[src/rtl/rr_grant_sched.sv]
// rr_grant_sched: round-robin grant scheduler for an 8-way one-hot select.
// Optional hold limit with forced rotation enabled by RR_TIMEOUT_EN.
module rr_grant_sched #(
    parameter int unsigned MAX_HOLD = 16
) (
    input  logic       sys_clk,
    input  logic       sys_rst,
    input  logic [7:0] req,
    output logic [7:0] gnt,
    output logic [2:0] gnt_idx,
    output logic       gnt_vld,
    output logic       timeout
);

    typedef enum logic [1:0] {
        S_IDLE  = 2'd0,
        S_GRANT = 2'd1,
        S_GAP   = 2'd2
    } state_t;

    state_t     state_q, state_d;
    logic [7:0] gnt_q, gnt_d;
    logic [2:0] idx_q, idx_d;
    logic       vld_q, vld_d;
    logic       to_q, to_d;
    logic [2:0] ptr_q, ptr_d;
    logic [2:0] pick;
    logic       any_req;
    logic       own_req;
    logic       hold_last;

    if (MAX_HOLD < 2 || MAX_HOLD > 255) begin : g_bad_max_hold
        $error("rr_grant_sched: MAX_HOLD must be 2..255");
    end

    assign any_req = |req;
    assign own_req = req[idx_q];

    // Rotating priority search: lowest offset from ptr wins.
    always_comb begin
        pick = ptr_q;
        for (int i = 7; i >= 0; i--) begin
            if (req[ptr_q + 3'(i)]) begin
                pick = ptr_q + 3'(i);
            end
        end
    end

`ifdef RR_TIMEOUT_EN
    localparam logic [7:0] HOLD_LAST = 8'(MAX_HOLD - 1);

    logic [7:0] hold_q, hold_d;

    assign hold_last = (hold_q == HOLD_LAST);

    // Hold counter: cleared on each new grant, counts held cycles.
    always_comb begin
        hold_d = hold_q;
        unique case (state_q)
            S_IDLE: begin
                if (any_req) begin
                    hold_d = 8'd0;
                end
            end
            S_GRANT: begin
                if (own_req && !hold_last) begin
                    hold_d = hold_q + 8'd1;
                end
            end
            default: begin
                hold_d = hold_q;
            end
        endcase
    end

    // Hold counter register.
    always_ff @(posedge sys_clk) begin
        if (sys_rst) begin
            hold_q <= 8'd0;
        end else begin
            hold_q <= hold_d;
        end
    end
`else
    assign hold_last = 1'b0;
`endif

    // State register.
    always_ff @(posedge sys_clk) begin
        if (sys_rst) begin
            state_q <= S_IDLE;
        end else begin
            state_q <= state_d;
        end
    end

    // Next-state logic.
    always_comb begin
        state_d = state_q;
        unique case (state_q)
            S_IDLE: begin
                if (any_req) begin
                    state_d = S_GRANT;
                end
            end
            S_GRANT: begin
                if (!own_req || hold_last) begin
                    state_d = S_GAP;
                end
            end
            S_GAP: begin
                state_d = S_IDLE;
            end
            default: begin
                state_d = S_IDLE;
            end
        endcase
    end

    // Output next values; release wins over a coincident hold expiry.
    always_comb begin
        gnt_d = gnt_q;
        idx_d = idx_q;
        vld_d = vld_q;
        to_d  = 1'b0;
        ptr_d = ptr_q;
        unique case (state_q)
            S_IDLE: begin
                if (any_req) begin
                    gnt_d = 8'b1 << pick;
                    idx_d = pick;
                    vld_d = 1'b1;
                end
            end
            S_GRANT: begin
                if (!own_req || hold_last) begin
                    gnt_d = 8'h00;
                    vld_d = 1'b0;
                    ptr_d = idx_q + 3'd1;
                    to_d  = own_req & hold_last;
                end
            end
            S_GAP: begin
                gnt_d = 8'h00;
                vld_d = 1'b0;
            end
            default: begin
                gnt_d = 8'h00;
                vld_d = 1'b0;
            end
        endcase
    end

    // Registered outputs and priority pointer.
    always_ff @(posedge sys_clk) begin
        if (sys_rst) begin
            gnt_q <= 8'h00;
            idx_q <= 3'd0;
            vld_q <= 1'b0;
            to_q  <= 1'b0;
            ptr_q <= 3'd0;
        end else begin
            gnt_q <= gnt_d;
            idx_q <= idx_d;
            vld_q <= vld_d;
            to_q  <= to_d;
            ptr_q <= ptr_d;
        end
    end

    assign gnt     = gnt_q;
    assign gnt_idx = idx_q;
    assign gnt_vld = vld_q;
    assign timeout = to_q;

endmodule
[config.mk]
export PLATFORM = sky130hd
export DESIGN_NAME = rr_grant_sched
export DESIGN_NICKNAME = d
export VERILOG_FILES = /design/src/rtl/rr_grant_sched.sv
export SDC_FILE = /design/constraint.sdc
export NUM_CORES = 1
export LEC_CHECK = 0
export BUFFER_PORTS_ARGS = -buffer_cell sky130_fd_sc_hd__buf_4
export CAP_MARGIN = 20
export CORE_MARGIN = 4
export CORE_UTILIZATION = 45
export CTS_CLUSTER_DIAMETER = 60
export DETAILED_ROUTE_END_ITERATION = 8
export PLACE_DENSITY_LB_ADDON = 0.25
export SLEW_MARGIN = 25
export SYNTH_ARGS = -nofsm -noshare
export SYNTH_HDL_FRONTEND = slang
export SYNTH_SLANG_ARGS = --single-unit
[constraint.sdc]
create_clock -name sys_clk -period 4.05 [get_ports sys_clk]
set_clock_uncertainty 0.15 [all_clocks]
set_input_delay 0.6075 -clock sys_clk [delete_from_list [all_inputs] [get_ports sys_clk]]
set_output_delay 0.6075 -clock sys_clk [all_outputs]
set_load 0.1 [all_outputs]
==> summary.txt, run 1 <==
Status
  – Status: completed

Worst setup path
  – Critical path endpoint category: flip-flop
  – Critical R2R Launch: ptr_q[1]
  – WP data arrival: around 3.3 ns
  – Largest stage delay on the critical path: roughly 0.64 ns
  – Flop2flop setup slack: approximately 0.84 ns
  – CP startpoint kind: flip-flop
  – R2R cell count: 8
  – R2r endpoint: gnt[0]
  – CP startpoint: ptr_q[1]
  – Buf/Inv on CP: 1
  – Required time of the critical path: approximately 4.1 ns
  – Family with the most delay on the worst path: multiplexers
  – Slowest-stage cell, CP: mux4_2
  – CP max FO: 8
  – Crit. path cell count: 8
  – CP Cell Sequence: inv_1, ha_1, mux4_2, mux2_2, o31ai_1, a21oi_2, xnor2_1, a32o_1
  – Worst setup path endpoint: gnt[0]
  – Crit Path Category: flip-flop to flip-flop

Yosys
  – Count of cell types in the netlist: between 50 and 60
  – Largest area contributor in the netlist: dfxtp_1
  – Post-synth ARST share: 0%
  – Mean Syn Cell Area: approximately 9 um^2
  – Yosys top cell area share: about a fifth
  – Synth Flop Type: dfxtp_1
  – Synth top area cells: dfxtp_1, mux4_2, mux2i_1, a21oi_1, nor2_1
  – Synth warn: 0
  – EDFF count, synth: 0
  – Syn_nets: approximately 180
  – Post-synthesis register bit count: 16
  – Seq/Total Area, Yosys: around a fifth
  – Synth Instances: approximately 170
  – Syn Std Cell Area: 1540 um^2

STA
  – Hold Slack: 0.312 ns
  – Max-slew violation count: 0
  – RSZ-0062 raised after global routing: no
  – Period utilization: 79.2%
  – Finish-stage setup viols: 0
  – Min cycle time layout: 3.21 ns
  – Setup TNS: 0 ns
  – Setup slack after layout: around 0.84 ns
  – Final hold violations: 0
  – Slew headroom: 40.7%
  – Measured slew at the worst slew-check pin: 0.888 ns
  – Highest Clock Rate: ~310 MHz

Die
  – Number of I/O pins: 23
  – Rows: 20
  – Die Y-Extent: about 67 um
  – Die area: 4420 um^2
  – Die W: ~67 um
  – Initial core utilization: about half
  – Core area: between 3000 and 4000 um^2

Placement
  – Pre-CTS WS: between 0.8 and 0.9 ns
  – DP Wirelength: ~2900 um
  – Placed inst area: 1710 um^2
  – PortBufs: 21
  – Gpl congestion: 0.898

GRT
  – Global route overflow: 0
  – Global Route Usage Sum: between 10% and 20%
  – Initial antenna violation count: 0
  – Largest net degree at the start of global routing: 25
  – First-pass GRT wire length: a little over 6000 um
  – Vias in the first global route: around 1200

Route
  – Post-Route WL: ~3700 um
  – Via count: approximately 1400
  – DR WL met2: between 1500 and 2000 um
  – DR WL met3: 247 um
  – Iter 0 DRT Violations: roughly 80
  – 1st-pass router iterations: 4
  – Via density: 6.19
  – ANT nets after route: 0
  – Post-DR wirelength/cell: roughly 16 um
  – Top layer in use: met4
  – DR DRC count: 0
  – WL met1: 1630 um

Power
  – Pwr Density: 606 nW/um^2
  – Peak supply drop: between 0.0005 and 0.0006 V
  – Pleak: between 0.6 and 0.7 nW

CTS
  – CTS H-tree lvls: 1
  – Clock-pin slew on the worst setup and hold paths: 0.09 ns
  – Clock Tree Root: clkbuf_4
  – TritonCTS buffer count: 3
  – # resized after CTS: 0
  – Clock tree buffer depth: 2
  – Clk_lat worst skew: about 0.28 ns
  – CTS tree: yes
  – Setup Buffers After CTS: 0
  – Clock Sink Count: 16
  – Cts hold-fix bufs: 0

Layout
  – Post-route cell area: around 1700 um^2
  – Area Overhead vs Synth: 13.2%
  – Layout cell share with drive strength beyond 1: 25.9%
  – Antenna diodes: 0
  – Total Nets Final: around 200

Run
  – Max Cap Viol: 0

Worst hold path
  – Worst Min Path Start: gnt[6]
  – Worst hold path class: flip-flop to flip-flop
worst min-delay path: cells and delay by family, from the launching register on:
| kind | cells | cell delay (ns) |
|---|---|---|
| flip-flops | 1 | 0.34 |
| AND/OR/NAND/NOR | 1 | 0.05 |
| AO/OA/AOI/OAI | 1 | 0.05 |
placed cells by master, fill, tap and decap left out, drive strengths merged, types with 5 or more instances in the layout:
master	synthesis	final
a21oi	13	13
buf	8	24
dfxtp	16	16
inv	5	5
mux2	5	5
mux2i	11	11
mux4	10	10
nand2	11	11
nor2	14	14
o31ai	6	6
xnor2	5	5
cells in the mapped netlist (2+ instances only):
cell / n
a211o_1: 2
a211oi_1: 3
a21oi_1: 12
a221oi_1: 2
a32o_1: 4
a32oi_1: 2
and3_1: 2
buf_1: 3
buf_4: 2
buf_6: 2
clkbuf_1: 4
dfxtp_1: 16
ha_1: 3
inv_1: 5
mux2_2: 4
mux2i_1: 11
mux4_2: 10
nand2_1: 11
nand2b_1: 4
nand3_1: 4
nand3b_1: 3
nor2_1: 13
nor2b_1: 4
nor4_1: 2
o21ai_0: 3
o31ai_1: 6
or3_1: 2
or3b_1: 2
xnor2_1: 5
xor2_1: 2
registers in the layout, indices dropped and copies added, names as in the netlist:
register,flops
gnt,8
gnt_idx,3
gnt_vld,1
ptr_q,3
state_q,1
layer usage:
metal / vias to the layer above / global-route usage (%)
li1: 685 / -
met1: 665 / 24.6
met2: 61 / 29.7
met3: 6 / 3.54
met4: 0 / 1.52
met5: - / 0
report_power, final:
| part | switching [mW] | leakage (nW) | internal [mW] |
|---|---|---|---|
| logic | 0.474 | 0.503 | 0.261 |
| clock network | 0.0492 | 0.0210 | 0.0547 |
| registers | 0.0305 | 0.130 | 0.186 |
| total | 0.554 | 0.654 | 0.502 |
cell families (layout without fill, tap and decap cells):
family,Yosys count,count (layout),synth area share (%)
AOI/OAI and AO/OA,44,44,22.2
DFF,16,16,20.8
xor gates and xnor gates,7,7,3.98
adders and majority gates,3,3,2.44
and+or+nand+nor,55,55,19.0
buffers and inverters,17,33,5.69
other,1,1,0.243
muxes,26,26,25.7
through the flow:
step,instances,total power [mW],utilization (%)
after global routing,229,1.13,55.3
after floorplan,169,0.813,-
after detailed placement,225,0.950,54.1
final,229,1.06,55.3
after global placement,225,0.936,54.1
after CTS,229,1.06,55.3
worst min path at each step:
stage	endpoint	cells after the start
floorplan	gnt_vld	2
global placement	gnt[6]	2
detailed placement	gnt[2]	2
CTS	gnt[2]	2
global route	gnt[2]	2
finish	gnt[6]	2
final cells by class:
cell class | instances | area, um^2
clock buffers | 4 | 36.3
flip-flops and latches | 16 | 320
repair buffers | 24 | 180
multi-input cells | 136 | 1130
well taps | 44 | 55.1
inverters | 5 | 18.8
fillers | 316 | 1410
Note: power is estimated with default switching activity, not from simulation.
==> run 2, diff against run 1 <==
Clock period 4.05 ns to 3 ns, I/O delays scaled along.
==> summary.txt, run 2 (synthesized netlist as in run 1, its figures left out) <==
Layout
  – Commonest non-fill, non-tap cell in the layout: buf_4
  – Total Nets Final: 206
  – Max FFs per register: 8
  – Layout cell share with drive strength beyond 1: around a third
  – Antenna diodes: 0
  – Multi-input gate area: between 1000 and 1500 um^2
  – Post-route cell area: between 1500 and 2000 um^2
  – Fillers: 294
  – Commonest non-fill, non-tap cells in the layout: buf_4, dfxtp_1, nor2_1
  – Final cell count without fillers: around 240
  – Sequential standard cell area: ~320 um^2
  – Area Overhead vs Synth: 20.3%
  – Final Core Density: about three fifths

STA
  – Min cycle time layout: about 2.9 ns
  – Finish-stage setup viols: 0
  – Highest Clock Rate: 347 MHz
  – Setup TNS: 0 ns
  – Measured slew at the worst slew-check pin: around 0.6 ns
  – Period utilization: between 90 and 100%
  – Slew headroom: between 60% and 70%
  – Final hold violations: 0
  – Max-slew violation count: 0

Worst setup path
  – CP Cell Sequence: inv_1, ha_4, mux4_2, mux2_4, nand2b_1, a21oi_1, nand4_1, a211oi_4, a32o_1
  – R2R cell count: 9
  – R2r endpoint: gnt[5]
  – Slowest-stage cell, CP: mux4_2
  – Largest stage delay on the critical path: roughly 0.55 ns
  – Buf/Inv on CP: 1
  – Critical path endpoint category: flip-flop
  – CP max FO: 5
  – CP startpoint kind: flip-flop
  – Flop2flop setup slack: 0.12 ns
  – Required time of the critical path: just over 3 ns
  – Crit Path Category: flip-flop to flip-flop
  – WP data arrival: approximately 3.0 ns
  – Critical R2R Launch: ptr_q[1]
  – Family with the most delay on the worst path: multiplexers

GRT
  – Largest net degree at the start of global routing: 17
  – GR Util met2: 29.7%
  – Vias in the first global route: about 1300
  – Gr busiest metal: met2
  – GR Util met1: around a quarter
  – Global route overflow: 0
  – Initial antenna violation count: 0
  – Grt met3 use: slightly below 5%
  – Global Route Usage Sum: 18.3%
  – First-pass GRT wire length: between 6000 and 7000 um

Route
  – ANT nets after route: 0
  – DR DRC count: 0
  – Via count: 1471
  – Iter 0 DRT Violations: 93
  – 1st-pass router iterations: 4
  – Post-DR wirelength/cell: around 17 um
  – Post-Route WL: between 3000 and 4000 um
  – Via density: 6.23

Placement
  – DP Wirelength: ~2900 um
  – Inst Count DP: 228
  – Placed inst area: 1750 um^2
  – Gpl congestion: 0.848
  – PortBufs: 21

Worst hold path
  – Worst hold path class: primary input to flip-flop
  – Hold Crit Endpoint: gnt_idx[1]
  – Cell depth of the worst hold path: 2
  – Worst Min Path Start: sys_rst

Die
  – Die area: roughly 4400 um^2
  – Initial core utilization: between 40 and 50%
  – Die Y-Extent: roughly 67 um
  – Rows: 20
  – Core area: 3150 um^2
  – Die W: 66.5 um
  – Number of I/O pins: 23

Power
  – Pleak: ~0.7 nW
  – Pwr Density: 820 nW/um^2
  – Peak supply drop: approximately 0.00053 V

CTS
  – Clock Tree Root: clkbuf_4
  – Clock tree buffer depth: 2
  – Clk_lat worst skew: ~0.29 ns
  – TritonCTS buffer count: 3
  – Clock-pin slew on the worst setup and hold paths: 0.10 ns
  – Clock Sink Count: 16
  – CTS tree: yes
  – CTS H-tree lvls: 1

Run
  – Max Cap Viol: 0

Status
  – Status: completed
[run 2: repair_timing]
| item | in CTS | in global routing |
|---|---|---|
| resized for setup | 0 | 11 |
| endpoints found under the setup margin | 0 | 9 |
| hold buffers | 0 | 0 |
| buffers inserted | 0 | 4 |
[run 2: area by class of cell]
cell class,instances,share of cell area [%]
clock buffer,4,1.96
inverter,5,1.01
multi-input combinational,136,63.9
sequential,16,17.4
tap,44,2.97
timing repair buffer,31,12.8
[run 2: report_power, final]
group	switching, mW	internal, mW
Clock	0.0698	0.0739
Combinational	0.671	0.412
Sequential	0.0406	0.252
[run 2: per-layer routing]
layer,up-vias,part of all wire (%)
li1,694,-
met1,702,42
met2,67,49
met3,8,7.6
met4,0,1.4
met5,-,0
[run 2: worst max path at each step]
| stage | slack [ns] | cells after the start | start | endpoint |
|---|---|---|---|---|
| final | 0.12 | 9 | ptr_q[1] | gnt[5] |
| after global routing | -0.007 | 10 | ptr_q[1] | gnt[7] |
| after CTS | 0.02 | 8 | ptr_q[0] | gnt[5] |
| after detailed placement | 0.05 | 8 | ptr_q[0] | gnt[5] |
| after global placement | 0.14 | 8 | ptr_q[0] | gnt[1] |
| after floorplan | 0.01 | 11 | ptr_q[1] | gnt[0] |
[run 2: worst register-to-register path, stage by stage, from the launching register on]
cell	delay, ns
dfxtp_1	0.34
inv_1	0.08
ha_4	0.28
mux4_2	0.55
mux2_4	0.30
nand2b_1	0.16
a21oi_1	0.13
nand4_1	0.24
a211oi_4	0.36
a32o_1	0.21
[run 2: stage by stage]
| step | power (mW) | worst slack, ns | hold WS [ns] |
|---|---|---|---|
| floorplan | 1.12 | 0.0142 | 0.366 |
| global placement | 1.30 | 0.141 | 0.292 |
| detailed placement | 1.31 | 0.0507 | 0.297 |
| CTS | 1.46 | 0.0187 | 0.256 |
| global route | 1.60 | -0.00671 | 0.261 |
| finish | 1.52 | 0.117 | 0.260 |
==> run 3, diff against run 2 <==
Settings changed: ABC_AREA set to 0, CORE_ASPECT_RATIO set to 2.
==> summary.txt, run 3 (synthesized netlist as in run 1, its figures left out) <==
Layout
  – Max FFs per register: 8
  – Antenna diodes: 0
  – Commonest non-fill, non-tap cells in the layout: buf_4, dfxtp_1, nor2_1
  – Commonest non-fill, non-tap cell in the layout: buf_4
  – Fillers: between 200 and 300
  – Area Overhead vs Synth: 23.9%
  – Sequential standard cell area: 322 um^2
  – Layout cell share with drive strength beyond 1: ~37%
  – Multi-input gate area: 1200 um^2
  – Total Nets Final: between 200 and 250

CTS
  – CTS H-tree lvls: 1
  – Clk_lat worst skew: between 0.2 and 0.3 ns
  – Clock tree buffer depth: 2
  – CTS tree: yes
  – Clock-pin slew on the worst setup and hold paths: approximately 0.060 ns
  – Clock Tree Root: clkbuf_8
  – Cts hold-fix bufs: 0
  – TritonCTS buffer count: 3
  – Clock Sink Count: 16

Worst setup path
  – Flop2flop setup slack: 0.06 ns
  – Crit Path Category: flip-flop to flip-flop
  – Critical R2R Launch: ptr_q[1]
  – Largest stage delay on the critical path: between 0.6 and 0.7 ns
  – Critical path endpoint category: flip-flop
  – Slowest-stage cell, CP: mux4_2
  – R2R cell count: 9
  – Family with the most delay on the worst path: multiplexers
  – CP Cell Sequence: buf_6, mux4_2, mux2_4, a2111oi_4, o31ai_2, a21oi_2, xnor2_2, buf_4, o31ai_1
  – Required time of the critical path: 3.01 ns
  – WP data arrival: ~3 ns
  – CP startpoint kind: flip-flop
  – CP max FO: 16
  – R2r endpoint: gnt[7]
  – Buf/Inv on CP: 2

GRT
  – Global route overflow: 0
  – Largest net degree at the start of global routing: 21
  – Global Route Usage Sum: 19.3%
  – Initial antenna violation count: 0
  – First-pass GRT wire length: 6950 um
  – GR Util met2: a little over a third
  – GR Util met1: roughly a fifth
  – Grt met3 use: 2.81%
  – Vias in the first global route: approximately 1500
  – Gr busiest metal: met2

STA
  – Highest Clock Rate: ~340 MHz
  – Slew headroom: ~50%
  – Min cycle time layout: approximately 2.9 ns
  – Measured slew at the worst slew-check pin: about 0.75 ns
  – Hold Slack: ~0.30 ns
  – Final hold violations: 0
  – Finish-stage setup viols: 0
  – Max-slew violation count: 0
  – Period utilization: 98.0%

Worst hold path
  – Worst Min Path Start: sys_rst
  – Cell depth of the worst hold path: 2
  – Hold Crit Endpoint: ptr_q[0]
  – Worst hold path class: primary input to flip-flop

Die
  – Core area: about 3200 um^2
  – Rows: 29
  – Die area: between 4000 and 5000 um^2
  – Initial core utilization: a little under half
  – Die Y-Extent: ~91 um
  – Die W: between 40 and 50 um
  – Number of I/O pins: 23

Route
  – Post-DR wirelength/cell: 19.2 um
  – DR DRC count: 0
  – Post-Route WL: roughly 4300 um
  – 1st-pass router iterations: 4
  – Via count: approximately 1500
  – Via density: 6.60
  – ANT nets after route: 0
  – Iter 0 DRT Violations: 43

Placement
  – DP Wirelength: 3260 um
  – Gpl congestion: around 0.85
  – PortBufs: 21

Power
  – PnR Total Power: around 1.7 mW
  – Peak supply drop: slightly above 0.0004 V
  – Pleak: approximately 0.74 nW
  – Pwr Density: between 800 and 900 nW/um^2

Status
  – Status: completed

Run
  – Max Cap Viol: 0
[run 3: changes by cell type in the layout (fill, tap and decap cells not counted), moves of 2 or more]
| cell | previous run | this run |
|---|---|---|
| mux2i_1 | 11 | 9 |
| clkbuf_4 | 3 | 0 |
| mux2i_2 | 0 | 2 |
| clkbuf_8 | 1 | 4 |
[run 3: worst max-delay path by stage]
stage,startpoint,end,cells after the start
CTS,ptr_q[0],gnt[0],9
detailed placement,ptr_q[0],gnt[5],9
global placement,ptr_q[0],gnt[5],8
floorplan,ptr_q[1],gnt[0],11
global route,ptr_q[1],gnt[1],9
finish,ptr_q[1],gnt[7],9
[run 3: final cells by class]
class                      instances  area share (%)
clock buffer                       4            2.89
timing repair buffer              34            14.4
sequential                        16            16.9
multi-input combinational        136            62.7
tap                               31            2.03
inverter                           5            1.11
[run 3: per-layer routing]
metal	wire, um	up-vias	part of all wire [%]
li1	-	695	-
met1	1540	720	35
met2	2430	59	56
met3	194	17	4.5
met4	180	0	4.1
met5	0	-	0
[run 3: worst register-to-register path, cell delays in order, from the launching register on]
cell and delay, ns:
dfxtp_1 0.36, buf_6 0.20, mux4_2 0.61, mux2_4 0.34
a2111oi_4 0.30, o31ai_2 0.10, a21oi_2 0.24, xnor2_2 0.14
buf_4 0.16, o31ai_1 0.24
[run 3: what timing repair did]
action	CTS	global route
setup buffers	0	8
endpoints found under the setup margin	0	9
hold endpoints to repair	0	0
gates resized for setup	0	17
[run 3: stage by stage]
| step | setup TNS [ns] | std cells | utilization, % | cell area (um^2) | setup slack [ns] |
|---|---|---|---|---|---|
| 5_1_grt | -0.167 | 226 | 59.1 | 1910 | -0.0363 |
| 2_1_floorplan | 0 | 169 | - | 1560 | 0.0142 |
| 6_report | 0 | 226 | 59.1 | 1910 | 0.0609 |
| 3_3_place_gp | 0 | 214 | 53.4 | 1730 | 0.128 |
| 3_5_place_dp | 0 | 214 | 53.4 | 1730 | 0.0897 |
| 4_1_cts | 0 | 218 | 55.1 | 1780 | 0.0573 |
[run 3: power by group]
group,internal [mW],switching [mW]
Combinational,0.470,0.709
Sequential,0.252,0.0421
Clock,0.116,0.0710
Total,0.838,0.822
